$ cat src/rtl/dmem_access_ctrl_pkg.sv
// Shared types and helpers for the M-stage data-memory access controller.
// Optional feature macro: DMEM_TIMEOUT_EN (watchdog abort of stuck bus accesses).
package dmem_ctrl_pkg;

  typedef enum logic [1:0] {
    IDLE = 2'd0,
    REQ  = 2'd1,
    RESP = 2'd2,
    DONE = 2'd3
  } state_e;

  localparam logic [1:0] SIZE_B = 2'd0;
  localparam logic [1:0] SIZE_H = 2'd1;
  localparam logic [1:0] SIZE_W = 2'd2;

  // An access is misaligned when its address is not a multiple of its size.
  // Size code 3 has no legal meaning, so it is always rejected here.
  function automatic logic is_misaligned(input logic [1:0] size, input logic [1:0] addr_lo);
    logic bad;
    bad = 1'b0;
    case (size)
      SIZE_B:  bad = 1'b0;
      SIZE_H:  bad = addr_lo[0];
      SIZE_W:  bad = (addr_lo != 2'b00);
      default: bad = 1'b1;
    endcase
    return bad;
  endfunction

endpackage

$ cat src/rtl/dmem_access_ctrl_if.sv
// Data-memory bus between the M-stage access controller and the memory.
// Optional feature macro: DMEM_TIMEOUT_EN (not used in this file).
//
// Handshake: a request transfers in the cycle where dmem_req && dmem_ready.
// The master holds dmem_req, dmem_we, dmem_addr, dmem_wdata and dmem_size
// stable from the cycle it raises dmem_req until that transfer. For a load,
// dmem_rdata is valid in the cycle where dmem_rvalid is high; the master only
// consumes it while it is waiting for load data and ignores it otherwise.
interface dmem_bus_if;
  logic        dmem_req;
  logic        dmem_we;
  logic [31:0] dmem_addr;
  logic [31:0] dmem_wdata;
  logic [1:0]  dmem_size;
  logic        dmem_ready;
  logic        dmem_rvalid;
  logic [31:0] dmem_rdata;

  modport master (
    output dmem_req, dmem_we, dmem_addr, dmem_wdata, dmem_size,
    input  dmem_ready, dmem_rvalid, dmem_rdata
  );

  modport slave (
    input  dmem_req, dmem_we, dmem_addr, dmem_wdata, dmem_size,
    output dmem_ready, dmem_rvalid, dmem_rdata
  );
endinterface

$ cat src/rtl/dmem_access_ctrl_watchdog.sv
// Cycle counter that flags a bus access which has stayed outstanding too long.
// Only built when DMEM_TIMEOUT_EN is defined; otherwise this file is empty.
`ifdef DMEM_TIMEOUT_EN
module dmem_watchdog #(
  parameter int TIMEOUT_CYCLES = 255
) (
  input  logic clk,
  input  logic reset,
  input  logic clr_i,
  input  logic en_i,
  output logic expire_o
);
  localparam int CW = $clog2(TIMEOUT_CYCLES + 1);

  logic [CW-1:0] cnt_q;

  // Count cycles spent waiting; cleared when a new access is launched.
  always_ff @(posedge clk) begin
    if (!reset) begin
      cnt_q <= '0;
    end else if (clr_i) begin
      cnt_q <= '0;
    end else if (en_i) begin
      cnt_q <= cnt_q + CW'(1);
    end
  end

  // The cycle being counted now is the TIMEOUT_CYCLES-th outstanding cycle.
  assign expire_o = en_i && (cnt_q == CW'(TIMEOUT_CYCLES - 1));
endmodule
`endif

$ cat src/rtl/dmem_access_ctrl.sv
// M-stage data-memory access controller: launches each load/store on the
// bus, stalls F/D/E/M and bubbles MEM/WB until it completes, then opens a
// single DONE cycle so MEM/WB latches the finished instruction.
// Optional feature macro: DMEM_TIMEOUT_EN (watchdog abort after TIMEOUT_CYCLES).
module dmem_access_ctrl
  import dmem_ctrl_pkg::*;
#(
  parameter int TIMEOUT_CYCLES = 255
) (
  input  logic              clk,
  input  logic              reset,
  input  logic              memRead_M,
  input  logic              memWrite_M,
  input  logic [1:0]        size_M,
  input  logic [31:0]       ALUResult_M,
  input  logic [31:0]       w_Data_M,
  dmem_bus_if.master        bus,
  output logic [31:0]       r_Data_M,
  output logic              stall_F,
  output logic              stall_D,
  output logic              stall_E,
  output logic              stall_M,
  output logic              bubble_W,
  output logic              err_M,
  output state_e            state_dbg_o
);

  state_e      state_q;
  logic [31:0] r_data_q;
  logic        req_q;
  logic        we_q;
  logic [31:0] addr_q;
  logic [31:0] wdata_q;
  logic [1:0]  size_q;
  logic        err_q;

  logic access;
  logic misaligned;
  logic hold;
  logic timeout_hit;

  assign access     = memRead_M | memWrite_M;
  assign misaligned = is_misaligned(size_M, ALUResult_M[1:0]);

`ifdef DMEM_TIMEOUT_EN
  logic wd_clr;
  logic wd_en;

  // Restart the count whenever an aligned access is launched into REQ.
  assign wd_clr = (state_q == IDLE) && access && !misaligned;
  assign wd_en  = (state_q == REQ) || (state_q == RESP);

  dmem_watchdog #(
    .TIMEOUT_CYCLES(TIMEOUT_CYCLES)
  ) u_watchdog (
    .clk      (clk),
    .reset    (reset),
    .clr_i    (wd_clr),
    .en_i     (wd_en),
    .expire_o (timeout_hit)
  );
`else
  logic [31:0] unused_timeout_cfg;
  assign unused_timeout_cfg = 32'(TIMEOUT_CYCLES);
  assign timeout_hit        = 1'b0;
`endif

  // Access sequencer with registered bus outputs, load data and error pulse.
  always_ff @(posedge clk) begin
    if (!reset) begin
      state_q  <= IDLE;
      r_data_q <= 32'h0;
      req_q    <= 1'b0;
      we_q     <= 1'b0;
      addr_q   <= 32'h0;
      wdata_q  <= 32'h0;
      size_q   <= 2'd0;
      err_q    <= 1'b0;
    end else begin
      err_q <= 1'b0;
      case (state_q)
        IDLE: begin
          if (access) begin
            if (misaligned) begin
              err_q   <= 1'b1;
              state_q <= DONE;
            end else begin
              addr_q  <= ALUResult_M;
              wdata_q <= w_Data_M;
              size_q  <= size_M;
              we_q    <= memWrite_M;
              req_q   <= 1'b1;
              state_q <= REQ;
            end
          end
        end
        REQ: begin
          // A handshake in the expiry cycle still completes normally.
          if (bus.dmem_ready) begin
            req_q   <= 1'b0;
            state_q <= we_q ? DONE : RESP;
          end else if (timeout_hit) begin
            req_q    <= 1'b0;
            r_data_q <= 32'h0;
            err_q    <= 1'b1;
            state_q  <= DONE;
          end
        end
        RESP: begin
          if (bus.dmem_rvalid) begin
            r_data_q <= bus.dmem_rdata;
            state_q  <= DONE;
          end else if (timeout_hit) begin
            r_data_q <= 32'h0;
            err_q    <= 1'b1;
            state_q  <= DONE;
          end
        end
        DONE: begin
          // Never launch from here: the next instruction arrives in M only
          // at this edge and is examined in IDLE.
          state_q <= IDLE;
        end
        default: state_q <= IDLE;
      endcase
    end
  end

  // Hold the front of the pipeline and bubble MEM/WB while an access is open.
  always_comb begin
    hold = 1'b0;
    case (state_q)
      IDLE:    hold = access;
      REQ:     hold = 1'b1;
      RESP:    hold = 1'b1;
      default: hold = 1'b0;
    endcase
  end

  assign stall_F  = hold;
  assign stall_D  = hold;
  assign stall_E  = hold;
  assign stall_M  = hold;
  assign bubble_W = hold;

  assign bus.dmem_req   = req_q;
  assign bus.dmem_we    = we_q;
  assign bus.dmem_addr  = addr_q;
  assign bus.dmem_wdata = wdata_q;
  assign bus.dmem_size  = size_q;

  assign r_Data_M    = r_data_q;
  assign err_M       = err_q;
  assign state_dbg_o = state_q;

endmodule

$ cat src/flat_wrapper.sv
// flat-port wrapper written by rule: the top's interface ports become plain ports
module dmem_access_ctrl_flat import dmem_ctrl_pkg::*;
#(
  parameter int TIMEOUT_CYCLES = 255
)
  (clk, reset, memRead_M, memWrite_M, size_M, ALUResult_M, w_Data_M, r_Data_M, stall_F, stall_D, stall_E, stall_M, bubble_W, err_M, state_dbg_o, bus_dmem_req, bus_dmem_we, bus_dmem_addr, bus_dmem_wdata, bus_dmem_size, bus_dmem_ready, bus_dmem_rvalid, bus_dmem_rdata);
  dmem_bus_if bus_i ();
  input  logic clk;
  input  logic reset;
  input  logic memRead_M;
  input  logic memWrite_M;
  input  logic [1:0] size_M;
  input  logic [31:0] ALUResult_M;
  input  logic [31:0] w_Data_M;
  output logic [31:0] r_Data_M;
  output logic stall_F;
  output logic stall_D;
  output logic stall_E;
  output logic stall_M;
  output logic bubble_W;
  output logic err_M;
  output state_e state_dbg_o;
  output wire logic [$bits(bus_i.dmem_req)-1:0] bus_dmem_req;
  output wire logic [$bits(bus_i.dmem_we)-1:0] bus_dmem_we;
  output wire logic [$bits(bus_i.dmem_addr)-1:0] bus_dmem_addr;
  output wire logic [$bits(bus_i.dmem_wdata)-1:0] bus_dmem_wdata;
  output wire logic [$bits(bus_i.dmem_size)-1:0] bus_dmem_size;
  input wire logic [$bits(bus_i.dmem_ready)-1:0] bus_dmem_ready;
  input wire logic [$bits(bus_i.dmem_rvalid)-1:0] bus_dmem_rvalid;
  input wire logic [$bits(bus_i.dmem_rdata)-1:0] bus_dmem_rdata;
  assign bus_dmem_req = bus_i.dmem_req;
  assign bus_dmem_we = bus_i.dmem_we;
  assign bus_dmem_addr = bus_i.dmem_addr;
  assign bus_dmem_wdata = bus_i.dmem_wdata;
  assign bus_dmem_size = bus_i.dmem_size;
  assign bus_i.dmem_ready = bus_dmem_ready;
  assign bus_i.dmem_rvalid = bus_dmem_rvalid;
  assign bus_i.dmem_rdata = bus_dmem_rdata;
  dmem_access_ctrl #(.TIMEOUT_CYCLES(TIMEOUT_CYCLES)) u_core (.clk(clk), .reset(reset), .memRead_M(memRead_M), .memWrite_M(memWrite_M), .size_M(size_M), .ALUResult_M(ALUResult_M), .w_Data_M(w_Data_M), .bus(bus_i), .r_Data_M(r_Data_M), .stall_F(stall_F), .stall_D(stall_D), .stall_E(stall_E), .stall_M(stall_M), .bubble_W(bubble_W), .err_M(err_M), .state_dbg_o(state_dbg_o));
endmodule
$ cat config.mk
export PLATFORM = sky130hd
export DESIGN_NAME = dmem_access_ctrl_flat
export DESIGN_NICKNAME = d
export VERILOG_FILES = /design/src/rtl/dmem_access_ctrl_pkg.sv /design/src/rtl/dmem_access_ctrl_if.sv /design/src/rtl/dmem_access_ctrl_watchdog.sv /design/src/rtl/dmem_access_ctrl.sv /design/src/flat_wrapper.sv
export SDC_FILE = /design/constraint.sdc
export NUM_CORES = 1
export LEC_CHECK = 0
export CAP_MARGIN = 30
export CORE_MARGIN = 2
export CORE_UTILIZATION = 39
export DETAILED_ROUTE_END_ITERATION = 8
export GPL_ROUTABILITY_DRIVEN = 0
export HOLD_SLACK_MARGIN = 0.06
export PLACE_DENSITY = 0.8
export SLEW_MARGIN = 0
export SYNTH_ARGS = -nofsm -noshare
export SYNTH_HDL_FRONTEND = slang
export SYNTH_SLANG_ARGS = --single-unit
export TNS_END_PERCENT = 100
$ cat constraint.sdc
create_clock -name clk -period 1.6 [get_ports clk]
set_input_delay 0.16 -clock clk [delete_from_list [all_inputs] [get_ports clk]]
set_output_delay 0.16 -clock clk [all_outputs]
set_load 0.05 [all_outputs]
==> impl_metrics.csv <==
group,metric,value,unit
timing,fmax,612,MHz
die,start_util,40.2,%
place,worst_setup_slack_after_placement,-0.0557,ns
grt,number_of_antenna_violations_at_the_first_check_in_global_routing,0,
timing,timing.final.hold_violations,0,
finish,layout-drive-gt1-share,25.0,%
timing,relSlewSlack,64.3,%
worst_setup_path,endpoint_kind,"output port",
timing,fin_ws,-0.0348,ns
place,io_buffer_count,211,
yosys,yosys_most_used_dff,"dfxtp_1",
timing,post-route-period-util,102,%
clocking,clkLatencyLatePin,0.36,ns
yosys,post_synth_inst_count,479,
finish,syn2layout_area_growth,58.8,%
timing,timing.setup.tns,-0.170,ns
drt,vias,3948,
outcome,failed_checks,"setup timing",
die,top_level_ports,212,
grt,grt_start_max_net_pins,137,
yosys,synth.distinct_cells,30,
die,coreArea,9770,sq um
hold_path,hold_path.startpoint,"reset",
drt,remaining_drc_errors,0,
worst_setup_path,arrival,1.47,ns
finish,finalNonFillerCells,814,
finish,nNetsFinal,785,
yosys,avgSynthCellArea,8.20,sq um
worst_setup_path,worstPathRequired,1.44,ns
yosys,cell_area_after_synthesis,3930,sq um
grt,wire_length_of_the_first_global_routing_pass,17.7,mm
clocking,count_of_h_tree_levels_built_during_cts,3,
die,floorplan.rows,36,
die,die_area,10900,sq um
job,max-cap-violations,0,
clocking,cts_clk_pin_slew_worst_paths,0.09,ns
drt,drt_first_iter_violations,133,
worst_setup_path,timing.critical_path.from_type,"register",
timing,min_hold_slack,0.259,ns
grt,gr-total-overflow,0,
yosys,postSynth.asyncResetShare,0,%
timing,report.final.setup_viol,5,
outcome,run_status,"finished with violations",
yosys,postSynthRegisterBits,103,
pwr,peakVddDrop,1.35,mV
timing,maxSlewViolCount,0,
pwr,total_power_divided_by_cell_area,1530,nW/um^2
yosys,syn-num-nets,588,
drt,firstDrtPassIters,4,
grt,number_of_global_route_vias_before_repair,3664,
timing,min_period,1.63,ns
place,hpwl,8.06,mm
worst_setup_path,crit_path_start,"u_core.state_dbg_o[0]",
clocking,cts_hold_buffers,0,
drt,detail_route.wl_per_cell,13.8,microns
worst_setup_path,critical_path_class,"reg -> out",
timing,rsz0062_at_grt,"yes",
yosys,ys.warnings.count,0,
clocking,tritoncts,"built",
worst_setup_path,r2r_slack,0.03,ns
pwr,static-leakage-power,2.54,nW
drt,via_per_inst,4.85,
clocking,clock_tree.root_cell,"clkbuf_8",
place,detailed_place.area,5940,sq um
die,die_height,104,microns
clocking,clock_sinks,103,
finish,fillCellCount,820,
worst_setup_path,r2r_start,"u_core.state_dbg_o[1]",
die,dieWidth,104,microns
yosys,yosysSeqAreaShare,52.5,%
yosys,synth_enable_flop_cells,0,
clocking,cts_made_buffers,9,
clocking,cts_buffer_depth,2,
hold_path,holdCritPathClass,"in -> reg",
finish,antenna_cells,0,
drt,postRouteWirelength,11.2,mm
timing,clock-skew-final,0.00894,ns
grt,grt.total_usage,19.7,%
timing,worst-slew-pin-transition,0.536,ns
place,dp.cells,791,
finish,post-route-cell-area,6240,sq um
worst_setup_path,crit_fanout,5,
drt,drt.antenna.violating_nets,0,
[final timing paths]
check / endpoint / depth (start not counted)
min: u_core.state_dbg_o[1] / 3
max reg2reg: u_core.state_dbg_o[0] / 7
max: stall_E / 5
min reg2reg: u_core.bus.dmem_addr[29] / 2
[cell usage after synthesis, types with 2 or more instances]
library cell / number / area (sq um)
dfxtp_1: 103 / 2060
nand3_2: 3 / 30.0
nand3_1: 64 / 320
inv_1: 4 / 15.0
nand2_1: 135 / 507
buf_2: 11 / 55.1
nor2b_1: 2 / 12.5
o21ai_1: 39 / 195
o21a_1: 2 / 15.0
nor2_1: 4 / 15.0
o21ai_0: 19 / 95.1
o21ai_2: 10 / 87.6
buf_6: 6 / 67.6
clkbuf_1: 19 / 71.3
buf_4: 4 / 30.0
a21oi_1: 36 / 180
ha_1: 5 / 62.6
[metal layers]
| layer | wire [microns] | vias to the layer above | GRT usage (%) |
|---|---|---|---|
| met5 | 0 | - | 0 |
| met3 | 916 | 19 | 6.08 |
| li1 | - | 1989 | - |
| met1 | 4820 | 1772 | 24.2 |
| met4 | 229 | 0 | 8.30 |
| met2 | 5270 | 168 | 31.9 |
[area by class of cell]
class                   instances  area (sq um)  area share [%]
inverters                       5          23.8           0.381
clock inverters                 5          25.0           0.401
multi-input cells             328          1690            27.1
well taps                     133           166            2.67
flip-flops and latches        103          2070            33.2
repair buffers                229          2130            34.2
clock buffers                  11           131            2.11
[metrics by stage]
stage	utilization [%]	total power, mW
finish	63.8	9.53
global route	63.8	9.98
global placement	60.8	7.78
floorplan	-	6.30
detailed placement	60.8	7.86
CTS	63.0	9.39
[registers in the layout, indices dropped and copies added, names as in the netlist]
name                   cells
u_core.r_Data_M           32
u_core.err_M               1
u_core.bus.dmem_req        1
u_core.bus.dmem_wdata     32
u_core.bus.dmem_size       2
u_core.bus.dmem_we         1
u_core.state_dbg_o         2
u_core.bus.dmem_addr      32
[power breakdown]
group	internal, mW	total (mW)	switching [mW]
logic	1.94	4.99	3.06
registers	2.94	3.16	0.216
clock network	0.552	1.38	0.826
[repair_timing]
action,in CTS,in global routing
gates cloned,0,1
buffers inserted,7,1
pin swaps,2,3
resized for setup,3,11
endpoints found under the setup margin,5,16
[cell usage in the layout, fill, tap and decap left out, types with 2 or more instances in the layout]
cell / Yosys / routed
o21ai_0: 19 / 18
buf_4: 4 / 114
clkbuf_1: 19 / 2
nor2b_1: 2 / 2
inv_4: 0 / 2
dfxtp_1: 103 / 101
o21ai_2: 10 / 10
nand3_1: 64 / 63
dfxtp_4: 0 / 2
nand3_2: 3 / 4
clkinv_1: 1 / 3
inv_1: 4 / 2
clkbuf_8: 0 / 9
nor2_4: 0 / 2
clkinv_2: 0 / 2
a21oi_1: 36 / 34
o21ai_1: 39 / 40
a21oi_2: 0 / 2
clkdlybuf4s50_1: 0 / 102
ha_4: 0 / 3
buf_12: 0 / 11
nor2_1: 4 / 2
nand2_1: 135 / 135
[logic make-up after synthesis]
kind of cell,synth area share [%]
compound gates,15.9
fa+ha+maj,1.59
buf+inv,6.78
flops,52.5
simple gates,23.2
[worst max-delay path, cell delays in order, from the launching register on]
cell and delay, ns:
dfxtp_4 0.37, buf_4 0.16, ha_2 0.20, nor2_4 0.12, buf_12 0.14, buf_12 0.13
No activity file was read; power rests on OpenSTA's default activity.
